--- src/rtl/tetris_pkg.sv ---
// Shared constants for the Tetris display path: VGA 640x480@60 timing,
// RGB332 palette and the colour-code field width.
package tetris_pkg;

   localparam int unsigned H_VISIBLE = 640;
   localparam int unsigned H_FRONT   = 16;
   localparam int unsigned H_SYNC    = 96;
   localparam int unsigned H_BACK    = 48;
   localparam int unsigned H_TOTAL   = H_VISIBLE + H_FRONT + H_SYNC + H_BACK;

   localparam int unsigned V_VISIBLE = 480;
   localparam int unsigned V_FRONT   = 10;
   localparam int unsigned V_SYNC    = 2;
   localparam int unsigned V_BACK    = 33;
   localparam int unsigned V_TOTAL   = V_VISIBLE + V_FRONT + V_SYNC + V_BACK;

   localparam int unsigned HV_W    = 10;
   localparam int unsigned COLOR_W = 3;

   // Ascending index range so PALETTE[0] is the leftmost entry.
   localparam logic [0:7][7:0] PALETTE = {8'h00, 8'h1F, 8'hFC, 8'hA3,
                                          8'h1C, 8'hE0, 8'h03, 8'hF0};

endpackage

--- src/rtl/grid_renderer_if.sv ---
// Grid memory read port B: renderer drives the address, memory returns data
// one clock later.
interface grid_renderer_if;
   logic [7:0] grid_addr_b;
   logic [7:0] grid_q_b;

   modport master (output grid_addr_b, input grid_q_b);
   modport slave  (input grid_addr_b, output grid_q_b);
endinterface

--- src/rtl/grid_renderer_vga_timing.sv ---
// Pixel-tick divider and 800x525 h/v counters with raw sync/blank and the
// frame_start pulse issued when the counters wrap to (0,0).
module vga_timing
   import tetris_pkg::*;
#(
   parameter int unsigned CLK_DIV = 2
) (
   input  logic            clk,
   input  logic            reset,
   output logic            tick,
   output logic [HV_W-1:0] h,
   output logic [HV_W-1:0] v,
   output logic            hsync_raw,
   output logic            vsync_raw,
   output logic            blank_raw,
   output logic            frame_start
);

   localparam int unsigned DIV_W = (CLK_DIV > 1) ? $clog2(CLK_DIV) : 1;
   localparam logic [DIV_W-1:0] DIV_LAST = DIV_W'(CLK_DIV - 1);
   localparam logic [HV_W-1:0]  H_LAST   = HV_W'(H_TOTAL - 1);
   localparam logic [HV_W-1:0]  V_LAST   = HV_W'(V_TOTAL - 1);
   localparam logic [HV_W-1:0]  HS_LO    = HV_W'(H_VISIBLE + H_FRONT);
   localparam logic [HV_W-1:0]  HS_HI    = HV_W'(H_VISIBLE + H_FRONT + H_SYNC);
   localparam logic [HV_W-1:0]  VS_LO    = HV_W'(V_VISIBLE + V_FRONT);
   localparam logic [HV_W-1:0]  VS_HI    = HV_W'(V_VISIBLE + V_FRONT + V_SYNC);

   logic [DIV_W-1:0] div;

   assign tick = (div == DIV_LAST);

   always_ff @(posedge clk or negedge reset) begin
      if (!reset) begin
         div         <= '0;
         h           <= '0;
         v           <= '0;
         frame_start <= 1'b0;
      end else begin
         frame_start <= 1'b0;
         if (tick) begin
            div <= '0;
            if (h == H_LAST) begin
               h <= '0;
               if (v == V_LAST) begin
                  v           <= '0;
                  frame_start <= 1'b1;
               end else begin
                  v <= v + 10'd1;
               end
            end else begin
               h <= h + 10'd1;
            end
         end else begin
            div <= div + 1'b1;
         end
      end
   end

   assign hsync_raw = !((h >= HS_LO) && (h < HS_HI));
   assign vsync_raw = !((v >= VS_LO) && (v < VS_HI));
   assign blank_raw = (h >= HV_W'(H_VISIBLE)) || (v >= HV_W'(V_VISIBLE));

endmodule

--- src/rtl/grid_renderer.sv ---
// Raster-order reader of Grid_Mem port B producing RGB332 VGA pixels.
// Optional white playfield border: define GRID_RENDER_BORDER_EN.
module grid_renderer
   import tetris_pkg::*;
#(
   parameter int unsigned CLK_DIV     = 2,
   parameter int unsigned GRID_COLS   = 10,
   parameter int unsigned GRID_ROWS   = 24,
   parameter int unsigned HIDDEN_ROWS = 4,
   parameter int unsigned CELL_PX     = 16,
   parameter int unsigned X0          = 240,
   parameter int unsigned Y0          = 80,
   parameter logic [7:0]  BG_COLOR    = 8'h00
) (
   input  logic             clk,
   input  logic             reset,
   grid_renderer_if.master  grid,
   output logic             hsync,
   output logic             vsync,
   output logic             blank,
   output logic [7:0]       rgb,
   output logic             frame_start
);

   localparam logic [HV_W-1:0] X_LO      = HV_W'(X0);
   localparam logic [HV_W-1:0] X_HI      = HV_W'(X0 + GRID_COLS * CELL_PX);
   localparam logic [HV_W-1:0] Y_LO      = HV_W'(Y0);
   localparam logic [HV_W-1:0] Y_HI      = HV_W'(Y0 + (GRID_ROWS - HIDDEN_ROWS) * CELL_PX);
   localparam logic [HV_W-1:0] CELL_MASK = HV_W'(CELL_PX - 1);
   localparam logic [HV_W-1:0] H_LAST    = HV_W'(H_TOTAL - 1);
   localparam logic [HV_W-1:0] V_LAST    = HV_W'(V_TOTAL - 1);
   localparam logic [7:0]      ROW_BASE0 = 8'(HIDDEN_ROWS * GRID_COLS);
   localparam logic [7:0]      ROW_STEP  = 8'(GRID_COLS);

   logic            tick;
   logic [HV_W-1:0] h, v, h_off, v_off, v_next;
   logic            hs_raw, vs_raw, bl_raw;
   logic            in_h, in_v, in_win, line_end;
   logic [7:0]      col, row_base, addr_next, pix;
   logic            hs1, vs1, bl1, win1;

   vga_timing #(.CLK_DIV(CLK_DIV)) u_timing (
      .clk         (clk),
      .reset       (reset),
      .tick        (tick),
      .h           (h),
      .v           (v),
      .hsync_raw   (hs_raw),
      .vsync_raw   (vs_raw),
      .blank_raw   (bl_raw),
      .frame_start (frame_start)
   );

   assign in_h      = (h >= X_LO) && (h < X_HI);
   assign in_v      = (v >= Y_LO) && (v < Y_HI);
   assign in_win    = in_h && in_v;
   assign h_off     = h - X_LO;
   assign v_off     = v - Y_LO;
   assign line_end  = (h == H_LAST);
   assign v_next    = (v == V_LAST) ? '0 : v + 10'd1;
   assign addr_next = in_win ? row_base + col : '0;

   // Row base is prepared for the next line at each line end, so the
   // address is available without a multiplier on the current line.
   always_ff @(posedge clk or negedge reset) begin
      if (!reset) begin
         col      <= '0;
         row_base <= '0;
      end else if (tick) begin
         if (!in_win)
            col <= '0;
         else if ((h_off & CELL_MASK) == CELL_MASK)
            col <= col + 8'd1;
         if (line_end) begin
            if (v_next == Y_LO)
               row_base <= ROW_BASE0;
            else if (in_v && ((v_off & CELL_MASK) == CELL_MASK))
               row_base <= row_base + ROW_STEP;
         end
      end
   end

`ifdef GRID_RENDER_BORDER_EN
   localparam logic [HV_W-1:0] BX_LO = HV_W'(X0 - 2);
   localparam logic [HV_W-1:0] BX_HI = HV_W'(X0 + GRID_COLS * CELL_PX + 2);
   localparam logic [HV_W-1:0] BY_LO = HV_W'(Y0 - 2);
   localparam logic [HV_W-1:0] BY_HI = HV_W'(Y0 + (GRID_ROWS - HIDDEN_ROWS) * CELL_PX + 2);

   logic bord, bord1;

   assign bord = (h >= BX_LO) && (h < BX_HI) && (v >= BY_LO) && (v < BY_HI);

   always_ff @(posedge clk or negedge reset) begin
      if (!reset)
         bord1 <= 1'b0;
      else if (tick)
         bord1 <= bord;
   end
`endif

   always_comb begin
      pix = BG_COLOR;
      if (bl1)
         pix = '0;
      else if (win1)
         pix = PALETTE[grid.grid_q_b[COLOR_W-1:0]];
`ifdef GRID_RENDER_BORDER_EN
      else if (bord1)
         pix = 8'hFF;
`endif
   end

   // Stage 1 (address + sideband) and stage 2 (outputs) both advance on the
   // pixel tick; memory data arrives in between.
   always_ff @(posedge clk or negedge reset) begin
      if (!reset) begin
         grid.grid_addr_b <= '0;
         hs1              <= 1'b1;
         vs1              <= 1'b1;
         bl1              <= 1'b1;
         win1             <= 1'b0;
         hsync            <= 1'b1;
         vsync            <= 1'b1;
         blank            <= 1'b1;
         rgb              <= '0;
      end else if (tick) begin
         grid.grid_addr_b <= addr_next;
         hs1              <= hs_raw;
         vs1              <= vs_raw;
         bl1              <= bl_raw;
         win1             <= in_win;
         hsync            <= hs1;
         vsync            <= vs1;
         blank            <= bl1;
         rgb              <= pix;
      end
   end

endmodule

--- src/flat_wrapper.sv ---
// flat-port wrapper written by rule: the top's interface ports become plain ports
module grid_renderer_flat import tetris_pkg::*;
#(
   parameter int unsigned CLK_DIV     = 2,
   parameter int unsigned GRID_COLS   = 10,
   parameter int unsigned GRID_ROWS   = 24,
   parameter int unsigned HIDDEN_ROWS = 4,
   parameter int unsigned CELL_PX     = 16,
   parameter int unsigned X0          = 240,
   parameter int unsigned Y0          = 80,
   parameter logic [7:0]  BG_COLOR    = 8'h00
)
  (clk, reset, hsync, vsync, blank, rgb, frame_start, grid_grid_addr_b, grid_grid_q_b);
  grid_renderer_if grid_i ();
  input  logic clk;
  input  logic reset;
  output logic hsync;
  output logic vsync;
  output logic blank;
  output logic [7:0] rgb;
  output logic frame_start;
  output wire logic [$bits(grid_i.grid_addr_b)-1:0] grid_grid_addr_b;
  input wire logic [$bits(grid_i.grid_q_b)-1:0] grid_grid_q_b;
  assign grid_grid_addr_b = grid_i.grid_addr_b;
  assign grid_i.grid_q_b = grid_grid_q_b;
  grid_renderer #(.CLK_DIV(CLK_DIV), .GRID_COLS(GRID_COLS), .GRID_ROWS(GRID_ROWS), .HIDDEN_ROWS(HIDDEN_ROWS), .CELL_PX(CELL_PX), .X0(X0), .Y0(Y0), .BG_COLOR(BG_COLOR)) u_core (.clk(clk), .reset(reset), .grid(grid_i), .hsync(hsync), .vsync(vsync), .blank(blank), .rgb(rgb), .frame_start(frame_start));
endmodule
--- config.mk ---
export PLATFORM = sky130hd
export DESIGN_NAME = grid_renderer_flat
export DESIGN_NICKNAME = d
export VERILOG_FILES = /design/src/rtl/tetris_pkg.sv /design/src/rtl/grid_renderer_if.sv /design/src/rtl/grid_renderer_vga_timing.sv /design/src/rtl/grid_renderer.sv /design/src/flat_wrapper.sv
export SDC_FILE = /design/constraint.sdc
export NUM_CORES = 1
export LEC_CHECK = 0
export BUFFER_PORTS_ARGS = -buffer_cell sky130_fd_sc_hd__buf_2
export CORE_MARGIN = 3
export CORE_UTILIZATION = 40
export CTS_CLUSTER_DIAMETER = 80
export DETAILED_ROUTE_END_ITERATION = 8
export PLACE_DENSITY_LB_ADDON = 0.2
export SLEW_MARGIN = 25
export SYNTH_ARGS = -nofsm -noshare
export SYNTH_HDL_FRONTEND = slang
export SYNTH_SLANG_ARGS = --single-unit
--- constraint.sdc ---
create_clock -name clk -period 2 [get_ports clk]
set_clock_uncertainty 0.1 [all_clocks]
set_input_delay 0.1 -clock clk [delete_from_list [all_inputs] [get_ports clk]]
set_output_delay 0.1 -clock clk [all_outputs]
set_load 0.02 [all_outputs]
Word-level counts from Yosys, hierarchy flattened --
Memory sizes are Yosys's and may differ from the RTL's. Index checks and enable logic that the tools add are counted. W data, S select, Z words.
Storage, ports and cells: register bits 61, latch bits 0, RAM bits 0, memory bits (read-only) 64, word-level logic and storage cells 70, memories kept 1
Memories:
- (name not given) | depth 8, bits a word 8, rd ports 1, clocked after Yosys merged registers in 0, write ports 0, RTL line grid_renderer.sv:106 | pix = PALETTE[grid.grid_q_b[COLOR_W-1:0]];
Operators by class: add/sub/neg operators 8, $mul 0, div/mod/pow operators 0, magnitude comparators 11, equality and inequality tests 6, shift operators 0, multiplexer cells 15, bitwise gates (word level) 1, reduce and logical (&&, ||, !) cells 13
Operators by type and width (number):
- $mux W8 | 9
- $lt A10 B9 Y1 const B | 3
- $add A10 B1 Y10 const B | 2
- $eq A10 B10 Y1 const B | 2
- $ge A10 B10 Y1 const B | 2
- $ge A10 B9 Y1 const B | 2
- $mux W10 | 2
- $eq A10 B7 Y1 const B | 1
- $ge A10 B7 Y1 const B | 1
- $ge A10 B8 Y1 const B | 1
- $lt A10 B10 Y1 const B | 1
- $add A8 B1 Y8 const B | 1
- $add A8 B4 Y8 const B | 1
- $add A8 B8 Y8 | 1
- $eq A4 B4 Y1 const B | 2
- $sub A4 B1 Y4 const B | 2
- $logic_and A1 B1 Y1 | 6
- $ge A4 B4 Y1 const B | 1
- $mux W1 | 4
- $not A3 Y4 | 1
- $reduce_and A2 Y1 | 2
- $reduce_and A3 Y1 | 1
- $logic_not A1 Y1 | 2
- $ne A2 B2 Y1 const B | 1
- other kinds (3) | 3

Longest topological paths before layout --
Gate-level depths: netlist of run 1.
depth in word-level cells 6, mapped depth 8, depth with buffers taken out 7

Modules after synthesis --
A second synthesis of run 1 with hierarchy kept.
Second synthesis, totals: cells, all modules 321, area, all modules 3318.2 sq um
By module, submodules not included:
- grid_renderer | instances 1, cells each 202, area an instance 2103.3 sq um
- vga_timing | instances 1, cells each 119, area an instance 1214.9 sq um

Least setup slack after synthesis of run 1 --
No wires, ideal clock.
path kind register to register, start register u_core.u_timing.v[0], end register u_core.row_base[1], setup time 0.138 ns, arrival time 1.975 ns, data required time 1.762 ns, slack -0.213 ns, cell stages (with the launch flop) 8, path buffers 1, path through dfrtp_1 > ha_1 > clkbuf_2 > and3_1 > xnor2_1 > or4_4 > a2111oi_4 > o21ai_0
On the way: cells in the longest elaborated chain, start to end 5, elaborated cells on any way between the ends 13
RTL lines:
- start, declared | RTL line grid_renderer_vga_timing.sv:12 | output logic [HV_W-1:0] v,
- start signal, assigned | RTL line grid_renderer_vga_timing.sv:48 | v <= v + 10'd1;
- $add A10 B1 Y10 (tied with other cells) | RTL line grid_renderer.sv:60 | assign v_next = (v == V_LAST) ? '0 : v + 10'd1;
- $mux W10 (tied with other cells) | RTL line grid_renderer.sv:60
- $eq A10 B7 Y1 or $logic_and A1 B1 Y1 (tied branches) | RTL line grid_renderer.sv:75, grid_renderer.sv:77
- $reduce_bool A2 Y1 (no source line)
- $reduce_and A3 Y1 (no source line)
- end signal, assigned | RTL line grid_renderer.sv:78 | row_base <= row_base + ROW_STEP;
- end, declared | RTL line grid_renderer.sv:39 | logic [7:0] col, row_base, addr_next, pix;
Several ways; a longest one is shown, not always the timed one. A chain may end at the register's enable or synchronous reset.

Worst setup path in the final report of run 1 --
start register u_core.u_timing.v[6], end register u_core.row_base[2]
On the way: cells in the longest elaborated chain, start to end 5, elaborated cells on any way between the ends 11
RTL lines (RTL line):
- $add A10 B1 Y10 (tied with other cells) | grid_renderer.sv:60
- $mux W10 or $logic_and A1 B1 Y1 (tied branches) | grid_renderer.sv:60, grid_renderer.sv:55
- $eq A10 B7 Y1 or $logic_and A1 B1 Y1 (tied branches) | grid_renderer.sv:75, grid_renderer.sv:77
- $reduce_bool A2 Y1 (no source line)
- $reduce_and A3 Y1 (no source line)
Several ways; a longest one is shown, not always the timed one.

==> results of run 1 <==
area by class of cell:
class	count	area (um2)
fill	693	3370
multi-input combinational	249	1960
sequential	57	1440
timing repair buffer	101	786
clock buffer	13	149
tap	102	128
inverter	13	48.8
clock inverter	3	40.0
synth_stat cells, drive strengths merged (4+ instances only):
cell type | n | share of area
dfrtp | 51 | 0.38
nor3 | 9 | 0.017
and3 | 4 | 0.0075
buf | 14 | 0.026
o2bb2ai | 7 | 0.018
inv | 13 | 0.015
or3 | 4 | 0.0090
xnor2 | 13 | 0.034
or4 | 6 | 0.017
o21ai | 33 | 0.050
nand2 | 27 | 0.030
a21oi | 15 | 0.023
nor4 | 7 | 0.020
ha | 15 | 0.056
mux2i | 4 | 0.012
dfstp | 6 | 0.047
nand3 | 14 | 0.021
clkbuf | 9 | 0.011
nor2 | 23 | 0.026
xor2 | 9 | 0.024
o31ai | 7 | 0.017
nand4 | 9 | 0.023
path summary, 6_finish.rpt:
| check | from | end | slack, ns |
|---|---|---|---|
| min in group asynchronous | reset | u_core.u_timing.h[5]$_DFFE_PN0P_ | 0.19 |
| max in group asynchronous | reset | u_core.vsync$_DFFE_PN1P_ | 1.30 |
| min | grid_grid_q_b[2] | u_core.rgb[4]$_DFFE_PN0P_ | 0.06 |
| max reg2reg | u_core.u_timing.v[6]$_DFFE_PN0P_ | u_core.row_base[2]$_DFFE_PN0P_ | -0.09 |
| max | u_core.u_timing.v[6]$_DFFE_PN0P_ | u_core.row_base[2]$_DFFE_PN0P_ | -0.09 |
| min reg2reg | u_core.grid.grid_addr_b[7]$_DFFE_PN0P_ | u_core.grid.grid_addr_b[7]$_DFFE_PN0P_ | 0.39 |
state kept, by name, indices dropped and copies added (netlist names):
name and count:
u_core.u_timing.frame_start 1, u_core.grid.grid_addr_b 8, u_core.hs1 1, u_core.vs1 1, u_core.win1 1, u_core.blank 1
u_core.vsync 1, u_core.bl1 1, u_core.hsync 1, u_core.u_timing.tick 1, u_core.rgb 5, u_core.u_timing.h 10
u_core.u_timing.v 10, u_core.col 8, u_core.row_base 7
power groups by stage:
stage	combinational, mW	clock (mW)	sequential [mW]
global placement	0.0492	0	1.17
detailed placement	0.0500	0	1.17
finish	0.0539	1.07	1.15
global route	0.0628	1.16	1.15
floorplan	0.0146	0	1.17
CTS	0.0568	1.10	1.15
worst register-to-register path, stage by stage, from the launching register on:
cell and delay, ns:
dfrtp_2 0.45, buf_6 0.13, nand2_4 0.05, or4_4 0.52, and3_4 0.20, a2111oi_4 0.26, buf_4 0.20, o21ai_1 0.06
routing by layer:
layer	wire, um	vias to the layer above	global-route usage	part of all wire
li1	-	1422	-	-
met5	0	-	0	0
met4	140	0	0.0660	0.017
met1	3910	1380	0.241	0.48
met2	3800	45	0.279	0.47
met3	290	15	0.0452	0.036
cell families (layout without fill, tap and decap cells):
group           after synthesis  after routing  synth area share
mux                           7              7            0.0221
xor+xnor                     22             22            0.0578
buf+inv                      36            130            0.0506
flops                        57             57             0.430
simple gates                118            118             0.202
compound gates               87             87             0.181
fa+ha+maj                    15             15            0.0563
repair_timing:
item,4_1_cts,5_1_grt
hold buffers,4,0
setup endpoints to repair,15,24
pin swaps,6,11
gates resized for setup,20,44
cloned,1,0
setup buffers,8,7
endpoints found under the hold margin,60,0
metrics by stage:
step                power, mW  std cells  setup TNS [ns]  cell area, um2   util
floorplan                1.19        342          -0.417            3390      -
global placement         1.22        503          -0.517            3970  0.501
detailed placement       1.22        503           -1.03            3970  0.501
CTS                      2.31        531          -0.726            4330  0.547
global route             2.38        538           -1.41            4560  0.575
finish                   2.28        538          -0.437            4560  0.575
==> summary.md, run 1 <==
| Metric | Value |
|---|---|
| Run status | finished, violations left |
| Failing checks | setup timing |
| Unique masters post-synth | 62 |
| Area grow syn2layout | 36.6% |
| First-pass GRT wire length | 13600 um |
| Final min period | 2.09 ns |
| Final hold violations | 0 |
| Clk root buf | clkbuf_8 |
| GR Overflow Total | 0 |
| Post-synth EDFFs | 0 |
| Antenna viol nets, final | 0 |
| Detailed-route DRC error count | 0 |
| Clock slew at reported path FFs | 0.07 ns |
| Slowest stage delay, CP | 0.52 ns |
| # IOs | 30 |
| Vias in the first global route | 2794 |
| Leak | 1.96 nW |
| Final period util | 1.05 |
| Setup ws final | -0.0926 ns |
| MaxCap Viol Count | 0 |
| R2R depth | 7 |
| WL final | 8140 um |
| Synthesized area | 3340 um2 |
| Synthesized area per cell | 9.75 um2 |
| Initial antenna violation count | 0 |
| Number of diodes | 0 |
| Gr usage total | 0.179 |
| Largest fanout on the critical path | 5 |
| CTS Buf Count | 9 |
| Pwr/cell area | 499 nW/um2 |
| Synth Flop Type | dfrtp_1 |
| CTS Buffer Depth | 2 |
| Net Sw Frac | 0.218 |
| CP arrival | 2.21 ns |
| Family with the most delay on the worst path | simple AND/OR/NAND/NOR gates |
| Tightest Hold Check Type | input pin to flip-flop |
| Routed via count | 2862 |
| CP Cell Sequence | buf_6, nand2_4, or4_4, and3_4, a2111oi_4, buf_4, o21ai_1 |
| Required @ worst endpoint | 2.11 ns |
| FFs w/ async S/R, synth | 1.00 |
| TritonCTS clock tree | yes |
| IO buf count | 24 |
| Synth warn | 0 |
| Worst Path Class, Setup | flip-flop to flip-flop |
| Highest Clock Rate | 478 MHz |
| Worst slew margin | 0.768 |
| Final setup vio count | 7 |
| Largest net degree at the start of global routing | 58 |
| Avg WL per Cell | 15.1 um |
| Hold-critical path depth | 3 |
| Syn Nets | 367 |
| Synth Register Bits | 57 |
| CP Capture Type | flip-flop |
| Post-synthesis sequential area ratio | 0.430 |
| Fin Hold WS | 0.0552 ns |
| Crit-path slowest cell | or4_4 |
| Slew Limit Fails | 0 |
| Starting DRC count in detailed routing | 82 |
| WP buf/inv | 2 |
| Worst Setup Start Kind | flip-flop |
| Logic gate share of total power | 0.024 |
| DIE HEIGHT | 97.3 um |
| Sequential power share | 0.507 |
| CTS sink cnt | 57 |
| Commonest non-fill, non-tap cells in the layout | buf_4, dfrtp_1, nand2_1 |
| Layout cell share with drive strength beyond 1 | 0.399 |
| H-tree depth | 3 |
| Slew at the pin closest to its max-slew limit | 0.345 ns |
| Cell Rows | 32 |
| Internal | 1.78 mW |
| Die Footprint | 9470 um2 |
| Skew-Pair Late Insertion Delay | 0.34 ns |
| Critical path depth | 7 |
| Vias/cell | 5.32 |
| Dpl ws | -0.136 ns |
| Clock power share | 0.470 |
| Sw power | 495 uW |
| RSZ-0062 raised after global routing | yes |
| RD Place Congestion | 0.838 |
| Nets | 456 |
| Drt first pass iters | 4 |
| Initial Util | 0.421 |
| Core ar. | 7930 um2 |
| Post-detail-place hpwl | 5530 um |
| Die width | 97.3 um |
| VDD IR-drop max | 0.271 mV |
| Most common cell after layout, fill and taps aside | buf_4 |
| Mapped Cells | 342 |
(Power assumes the default switching activity.)
==> inputs of run 2 (changes only) <==
BUFFER_PORTS_ARGS = -buffer_cell sky130_fd_sc_hd__buf_4   (was -buffer_cell sky130_fd_sc_hd__buf_2)
==> run 2 against run 1 <==
- sequential share of layout area up 1.0 points
- global-route usage down 0.92 points
- the flow still finishes with violations (setup timing)
- fmax up 2.1%
- sequential power about the same
- combinational power down 4.1%
- power up 8.4%
- count of clock-buffer cells in the layout up 1
==> summary.md, run 2 (synthesized netlist as in run 1, its figures left out) <==
| Metric | Value |
|---|---|
| Worst Setup Start Kind | flip-flop |
| Worst slew margin | 0.510 (-0.258) |
| Drt first pass iters | 4 (unchanged) |
| Die Footprint | 9470 um2 (unchanged) |
| FILL cells | 707 (+2.0%) |
| Clock slew at reported path FFs | 0.06 ns (about the same) |
| Crit-path slowest cell | dfrtp_2 |
| Worst R2R Setup Slack | -0.05 ns (+0.04 ns) |
| Avg WL per Cell | 14.6 um (-3.8%) |
| Vias in the first global route | 2689 (-3.8%) |
| Slowest stage delay, CP | 0.45 ns (-0.07 ns) |
| WL final | 7660 um (-5.9%) |
| Run status | finished, violations left |
| R2R depth | 8 (+1) |
| Initial antenna violation count | 0 (unchanged) |
| GR Overflow Total | 0 (unchanged) |
| Most common cell after layout, fill and taps aside | buf_4 |
| RD Place Congestion | 0.826 (-1.4%) |
| Tightest Hold Check Type | input pin to flip-flop |
| Commonest non-fill, non-tap cells in the layout | buf_4, dfrtp_1, nand2_1 |
| Worst setup path endpoint | u_core.row_base[5]$_DFFE_PN0P_ |
| Slew at the pin closest to its max-slew limit | 0.736 ns (+0.390 ns) |
| Number of diodes | 0 (unchanged) |
| Detailed-route DRC error count | 0 (unchanged) |
| Core ar. | 7930 um2 (unchanged) |
| Design area | 4410 um2 (-3.2%) |
| Failing checks | setup timing |
| Final hold violations | 0 (unchanged) |
| Placed inst area | 3980 um2 (about the same) |
| Final core occ | 0.557 (-0.0185) |
| Routed via count | 2761 (-3.5%) |
| Antenna viol nets, final | 0 (unchanged) |
| Cell Rows | 32 (unchanged) |
| CP Capture Type | flip-flop |
| Worst r2r src | u_core.u_timing.v[1]$_DFFE_PN0P_ |
| Starting DRC count in detailed routing | 65 (-21%) |
| Skew-Pair Late Insertion Delay | 0.33 ns (about the same) |
| IO buf count | 24 (unchanged) |
| Final setup vio count | 5 (-2) |
| Gr usage total | 0.170 (-0.00915) |
| MaxCap Viol Count | 0 (unchanged) |
| Final period util | 1.02 (-0.0216) |
| RSZ-0062 raised after global routing | yes |
| Largest fanout on the critical path | 5 (unchanged) |
| Nets | 444 (-2.6%) |
| Post-detail-place hpwl | 5270 um (-4.7%) |
| Critical Path Source | u_core.u_timing.v[1]$_DFFE_PN0P_ |
| Pwr/cell area | 559 nW/um2 (+12%) |
| H-tree depth | 3 (unchanged) |
| Slew Limit Fails | 0 (unchanged) |
| Final min period | 2.05 ns (-0.0432 ns) |
| Layout cell share with drive strength beyond 1 | 0.351 (-0.0477) |
| TritonCTS clock tree | yes |
| Pwr Total | 2.47 mW (+8.4%) |
| Top flop regs | u_core.u_timing.h x10, u_core.u_timing.v x10 |
| DIE HEIGHT | 97.3 um (unchanged) |
| Area grow syn2layout | 32.3% |
| Leak | 1.88 nW (-4.0%) |
| Dpl ws | -0.0668 ns (+0.0695 ns) |
| Required @ worst endpoint | 2.12 ns (about the same) |
| Worst Path Class, Setup | flip-flop to flip-flop |
| CTS sink cnt | 57 (unchanged) |
| Clk root buf | clkbuf_8 |
| CP Cell Sequence | ha_4, buf_4, nand2_1, nor3_1, a211oi_2, a2111oi_4, buf_4, o21a_1 |
| CTS Buffer Depth | 2 (unchanged) |
| Largest net degree at the start of global routing | 58 (unchanged) |
| First-pass GRT wire length | 13100 um (-3.6%) |
| Worst r2r dst | u_core.row_base[5]$_DFFE_PN0P_ |
| Critical path's most frequent cell | buf_4 |
| # IOs | 30 (unchanged) |
| CTS Buf Count | 9 (unchanged) |
| Highest Clock Rate | 488 MHz (+2.1%) |
| VDD IR-drop max | 0.249 mV (-8.0%) |
| Vias/cell | 5.25 (-1.3%) |
| Initial Util | 0.421 (unchanged) |
| CP arrival | 2.17 ns (-0.04 ns) |
| Setup ws final | -0.0493 ns (+0.0432 ns) |
| Die width | 97.3 um (unchanged) |
-- run 2: worst max-delay path, delay by kind of cell (launching register included) --
kind / cells / cell delay (ns)
AOI/OAI and AO/OA: 3 / 0.70
adders and majority gates: 1 / 0.19
buffers and inverters: 2 / 0.33
DFF: 1 / 0.45
and+or+nand+nor: 2 / 0.17
-- run 2: timing repair --
action | CTS | global route
hold buffers | 4 | 0
pin swaps | 6 | 4
gates resized for setup | 8 | 26
buffers inserted | 3 | 6
endpoints found under the setup margin | 13 | 25
hold endpoints to repair | 54 | 0
-- run 2: power by group --
group	switching [mW]	leakage [nW]	internal (mW)
registers	0	0.749	1.15
logic	0.0329	1.01	0.0188
clock network	0.455	0.117	0.806
total	0.488	1.88	1.98
-- run 2: final cells by class --
| type | instances | area (um2) | share of cell area |
|---|---|---|---|
| multi-input cells | 249 | 1850 | 0.419 |
| inverters | 13 | 48.8 | 0.0111 |
| well taps | 102 | 128 | 0.0289 |
| clock buffers | 14 | 173 | 0.0391 |
| flip-flops and latches | 57 | 1440 | 0.327 |
| repair buffers | 89 | 713 | 0.162 |
| clock inverters | 2 | 60.1 | 0.0136 |
-- run 2: how the worst min path moves through the flow --
stage | slack, ns | start | cells after the start | endpoint
after global routing | 0.02 | grid_grid_q_b[2] | 3 | u_core.rgb[4]$_DFFE_PN0P_
after floorplan | -0.30 | reset | 0 | u_core.col[0]$_DFFE_PN0P_
after global placement | 0.11 | reset | 1 | u_core.u_timing.h[4]$_DFFE_PN0P_
final | 0.02 | grid_grid_q_b[2] | 3 | u_core.rgb[4]$_DFFE_PN0P_
after detailed placement | 0.12 | reset | 1 | u_core.u_timing.h[4]$_DFFE_PN0P_
after CTS | 0.006 | grid_grid_q_b[2] | 3 | u_core.rgb[4]$_DFFE_PN0P_
-- run 2: metrics by stage --
stage | TNS, ns | hold WS (ns) | cells
finish | -0.207 | 0.0214 | 526
global placement | -0.240 | 0.115 | 497
detailed placement | -0.512 | 0.117 | 497
floorplan | -0.417 | -0.296 | 342
CTS | -0.373 | 0.00607 | 520
global route | -1.12 | 0.0239 | 526
-- run 2: routing by layer --
metal	share of wire	vias to the layer above	track usage	wire (um)
met2	0.47	45	0.270	3610
met5	0	-	0	0
met3	0.032	10	0.0287	248
met1	0.48	1314	0.230	3680
met4	0.015	0	0.0703	118
li1	-	1392	-	-
==> inputs of run 3 (changes only) <==
ABC_AREA = 1   (was default)
==> run 3 against run 2 <==
- the flow now finishes without violations
- sequential power barely moved
- synthesized cell count up 25%
- non-clock buffer count is 41 lower
- worst hold slack gained 0.10 ns
- wire length shrank 4.6%
- combinational power fell by 10%
- power decreased by 4.2%
- sequential share of layout area up 2.2 points
- count of clock-buffer cells in the layout is the same
==> summary.md, run 3 <==
| Metric | Value |
|---|---|
| Run status | completed |
| CTS Buffer Depth | 2 (unchanged) |
| Slew at the pin closest to its max-slew limit | 0.715 ns (-0.0202 ns) |
| Syn Nets | 452 (+23%) |
| Synth area leader | dfrtp_1 |
| Clk root buf | clkbuf_8 |
| Leak | 2.10 nW (+12%) |
| RSZ-0062 raised after global routing | no |
| Synth warn | 0 (unchanged) |
| Die width | 97.7 um (+0.44%) |
| Core ar. | 7930 um2 (unchanged) |
| Unique masters post-synth | 38 (-39%) |
| Internal | 1.88 mW (-5.0%) |
| Die Footprint | 9550 um2 (+0.88%) |
| Vias in the first global route | 2765 (+2.8%) |
| Logic gate share of total power | 0.020 (about the same) |
| M1 wire length | 3520 um (-4.5%) |
| CTS sink cnt | 57 (unchanged) |
| MaxCap Viol Count | 0 (unchanged) |
| DIE HEIGHT | 97.7 um (+0.44%) |
| Routed wl met2 | 3350 um (-7.2%) |
| Synth top area share | 0.379 (-0.00355) |
| Fin Hold WS | 0.122 ns (+0.101 ns) |
| TritonCTS clock tree | yes |
| Synth Register Bits | 57 (unchanged) |
| Net Sw Frac | 0.205 (+0.00743) |
| Area of the multi-input gates | 1740 um2 (-5.6%) |
| Synth Flop Type | dfrtp_1 |
| Worst Setup Start Kind | flip-flop |
| CTS Buf Count | 9 (unchanged) |
| Most frequent cells after synthesis | nand2_1, inv_1, dfrtp_1, nor2_1, nand3_1 |
| Seq. cell area | 1440 um2 (-0.43%) |
| First-pass GRT wire length | 12800 um (-2.6%) |
| Synthesized area | 3370 um2 (+0.94%) |
| Pwr Total | 2.36 mW (-4.2%) |
| Worst Path Class, Setup | flip-flop to flip-flop |
| Most numerous cell in the Yosys netlist | nand2_1 |
| GR Overflow Total | 0 (unchanged) |
| Initial antenna violation count | 0 (unchanged) |
| Worst slew margin | 0.523 (+0.0135) |
| FFs w/ async S/R, synth | 1.00 (unchanged) |
| Layout cell share with drive strength beyond 1 | 0.228 (-0.123) |
| # IOs | 30 (unchanged) |
| Commonest non-fill, non-tap cells in the layout | nand2_1, inv_1, dfrtp_1 |
| H-tree depth | 3 (unchanged) |
| Clock slew at reported path FFs | 0.07 ns (about the same) |
| Final period util | 0.946 (-0.0787) |
| Avg WL per Cell | 12.5 um (-14%) |
| Uppermost layer routed | met4 |
| Number of diodes | 0 (unchanged) |
| VDD IR-drop max | 0.223 mV (-11%) |
| CP Capture Type | flip-flop |
| RD Place Congestion | 0.839 (+1.6%) |
| Final hold violations | 0 (unchanged) |
| Skew-Pair Late Insertion Delay | 0.34 ns (about the same) |
| Post-synth EDFFs | 0 (unchanged) |
| Clock power share | 0.492 (-0.019) |
| Pwr/cell area | 575 nW/um2 (+2.8%) |
| Drt first pass iters | 4 (unchanged) |
| Gr usage total | 0.163 (-0.00709) |
| Post-synthesis sequential area ratio | 0.426 (-0.00399) |
| Area grow syn2layout | 22.2% |
| WL final | 7300 um (-4.6%) |
| Nets | 502 (+13%) |
| Tightest Hold Check Type | input pin to flip-flop |
| Final min period | 1.89 ns (-0.157 ns) |
| Top cells by area, synth | dfrtp_1, nand2_1, inv_1 |
| Vias/cell | 4.96 (-5.4%) |
| Mapped Cells | 427 (+25%) |
| Routed via count | 2899 (+5.0%) |
| Largest fanout on the critical path | 8 (+3) |
| Sequential power share | 0.488 (+0.020) |
| Most common cell after layout, fill and taps aside | nand2_1 |
| FILL cells | 745 (+5.4%) |
| IO buf count | 24 (unchanged) |
| Post-route insts no fill | 584 (+11%) |
| Placed Instances | 560 (+13%) |
| Cell Rows | 32 (unchanged) |
| Initial Util | 0.425 (+0.00395) |
| CP arrival | 2.02 ns (-0.15 ns) |
| Sw power | 486 uW (-0.56%) |
| Slew Limit Fails | 0 (unchanged) |
| Synthesized area per cell | 7.89 um2 (-19%) |
| Post-detail-place hpwl | 5350 um (+1.6%) |
| Highest Clock Rate | 529 MHz (+8.3%) |
| Required @ worst endpoint | 2.13 ns (about the same) |
| Final setup vio count | 0 (-5) |
| Starting DRC count in detailed routing | 165 (+150%) |
| Antenna viol nets, final | 0 (unchanged) |
| Detailed-route DRC error count | 0 (unchanged) |
| Top flop regs | u_core.u_timing.h x10, u_core.u_timing.v x10 |
| Largest net degree at the start of global routing | 58 (unchanged) |
| Metal3 WL | 273 um (+10%) |
[run 3: changes by cell type after synthesis, moves of 6 or more]
cell       before  now
o21ai_1         1    8
nor2_1         23   31
nand2_2         0    6
nand3_1        14   30
o2bb2ai_1       7    0
o21ai_0        32   21
a21oi_1        15    8
xnor2_1        13    4
inv_1          13   54
nand2_1        27  113
[run 3: kinds of logic (layout without fill, tap and decap cells)]
logic type,count (synthesis),count (layout),share of synthesized area
AO/OA/AOI/OAI,51,51,0.0877
AND/OR/NAND/NOR,218,218,0.304
XOR/XNOR,18,18,0.0468
flip-flops,57,57,0.426
buffers and inverters,68,123,0.0803
adder cells (fa/ha/maj),15,15,0.0557
[run 3: what timing repair did]
action                                  in CTS  in global routing
resized for setup                            1                 18
endpoints found under the hold margin       53                  0
setup buffers                                0                  5
gates cloned                                 0                  0
pin swaps                                    0                  8
hold buffers                                 3                  0
endpoints found under the setup margin       4                 17
[run 3: layer usage]
metal	global-route usage	up-vias
met5	0	-
met4	0.0777	0
met3	0.0264	14
met2	0.256	66
met1	0.219	1348
li1	-	1471
[run 3: per-stage QoR]
| stage | setup TNS, ns | cell area [um2] | worst slack, ns | utilization |
|---|---|---|---|---|
| floorplan | 0 | 3370 | 0.146 | - |
| global placement | 0 | 3750 | 0.0507 | 0.473 |
| detailed placement | -0.00603 | 3750 | -0.00603 | 0.473 |
| CTS | 0 | 4000 | 0.0237 | 0.504 |
| global route | 0 | 4110 | 0.00252 | 0.519 |
| finish | 0 | 4110 | 0.108 | 0.519 |
[run 3: final timing paths]
path	start	end	slack (ns)	cells after the start
min in group asynchronous	reset	u_core.rgb[5]$_DFFE_PN0P_	0.27	2
setup / recovery	u_core.u_timing.v[0]$_DFFE_PN0P_	u_core.row_base[2]$_DFFE_PN0P_	0.11	13
hold / removal	grid_grid_q_b[0]	u_core.rgb[5]$_DFFE_PN0P_	0.12	5
max in group asynchronous	reset	u_core.u_timing.v[5]$_DFFE_PN0P_	1.01	2
hold reg to reg	u_core.hs1$_DFFE_PN1P_	u_core.hsync$_DFFE_PN1P_	0.36	2
setup reg to reg	u_core.u_timing.v[0]$_DFFE_PN0P_	u_core.row_base[2]$_DFFE_PN0P_	0.11	13
[run 3: layout make-up]
type | instances | share of cell area
repair buffers | 48 | 0.0894
clock buffers | 14 | 0.0444
multi-input cells | 302 | 0.424
well taps | 102 | 0.0310
inverters | 59 | 0.0538
flip-flops and latches | 57 | 0.349
clock inverters | 2 | 0.00852
[run 3: power by group through the flow]
stage | registers (mW) | logic, mW | clock network (mW)
after floorplan | 1.17 | 0.0104 | 0
after global placement | 1.17 | 0.0437 | 0
after detailed placement | 1.17 | 0.0445 | 0
after CTS | 1.15 | 0.0490 | 1.20
after global routing | 1.15 | 0.0561 | 1.24
final | 1.15 | 0.0463 | 1.16
[run 3: worst max-delay path: stages (launching register included)]
cell     delay (ns)
dfrtp_2        0.45
ha_4           0.19
nand3_2        0.10
inv_1          0.06
nand2_1        0.05
nand2_1        0.05
nor2_2         0.12
nand3_2        0.11
nor2_4         0.14
nand2_4        0.10
nand2_8        0.11
nand2_8        0.07
nand2_2        0.07
o21ai_2        0.05
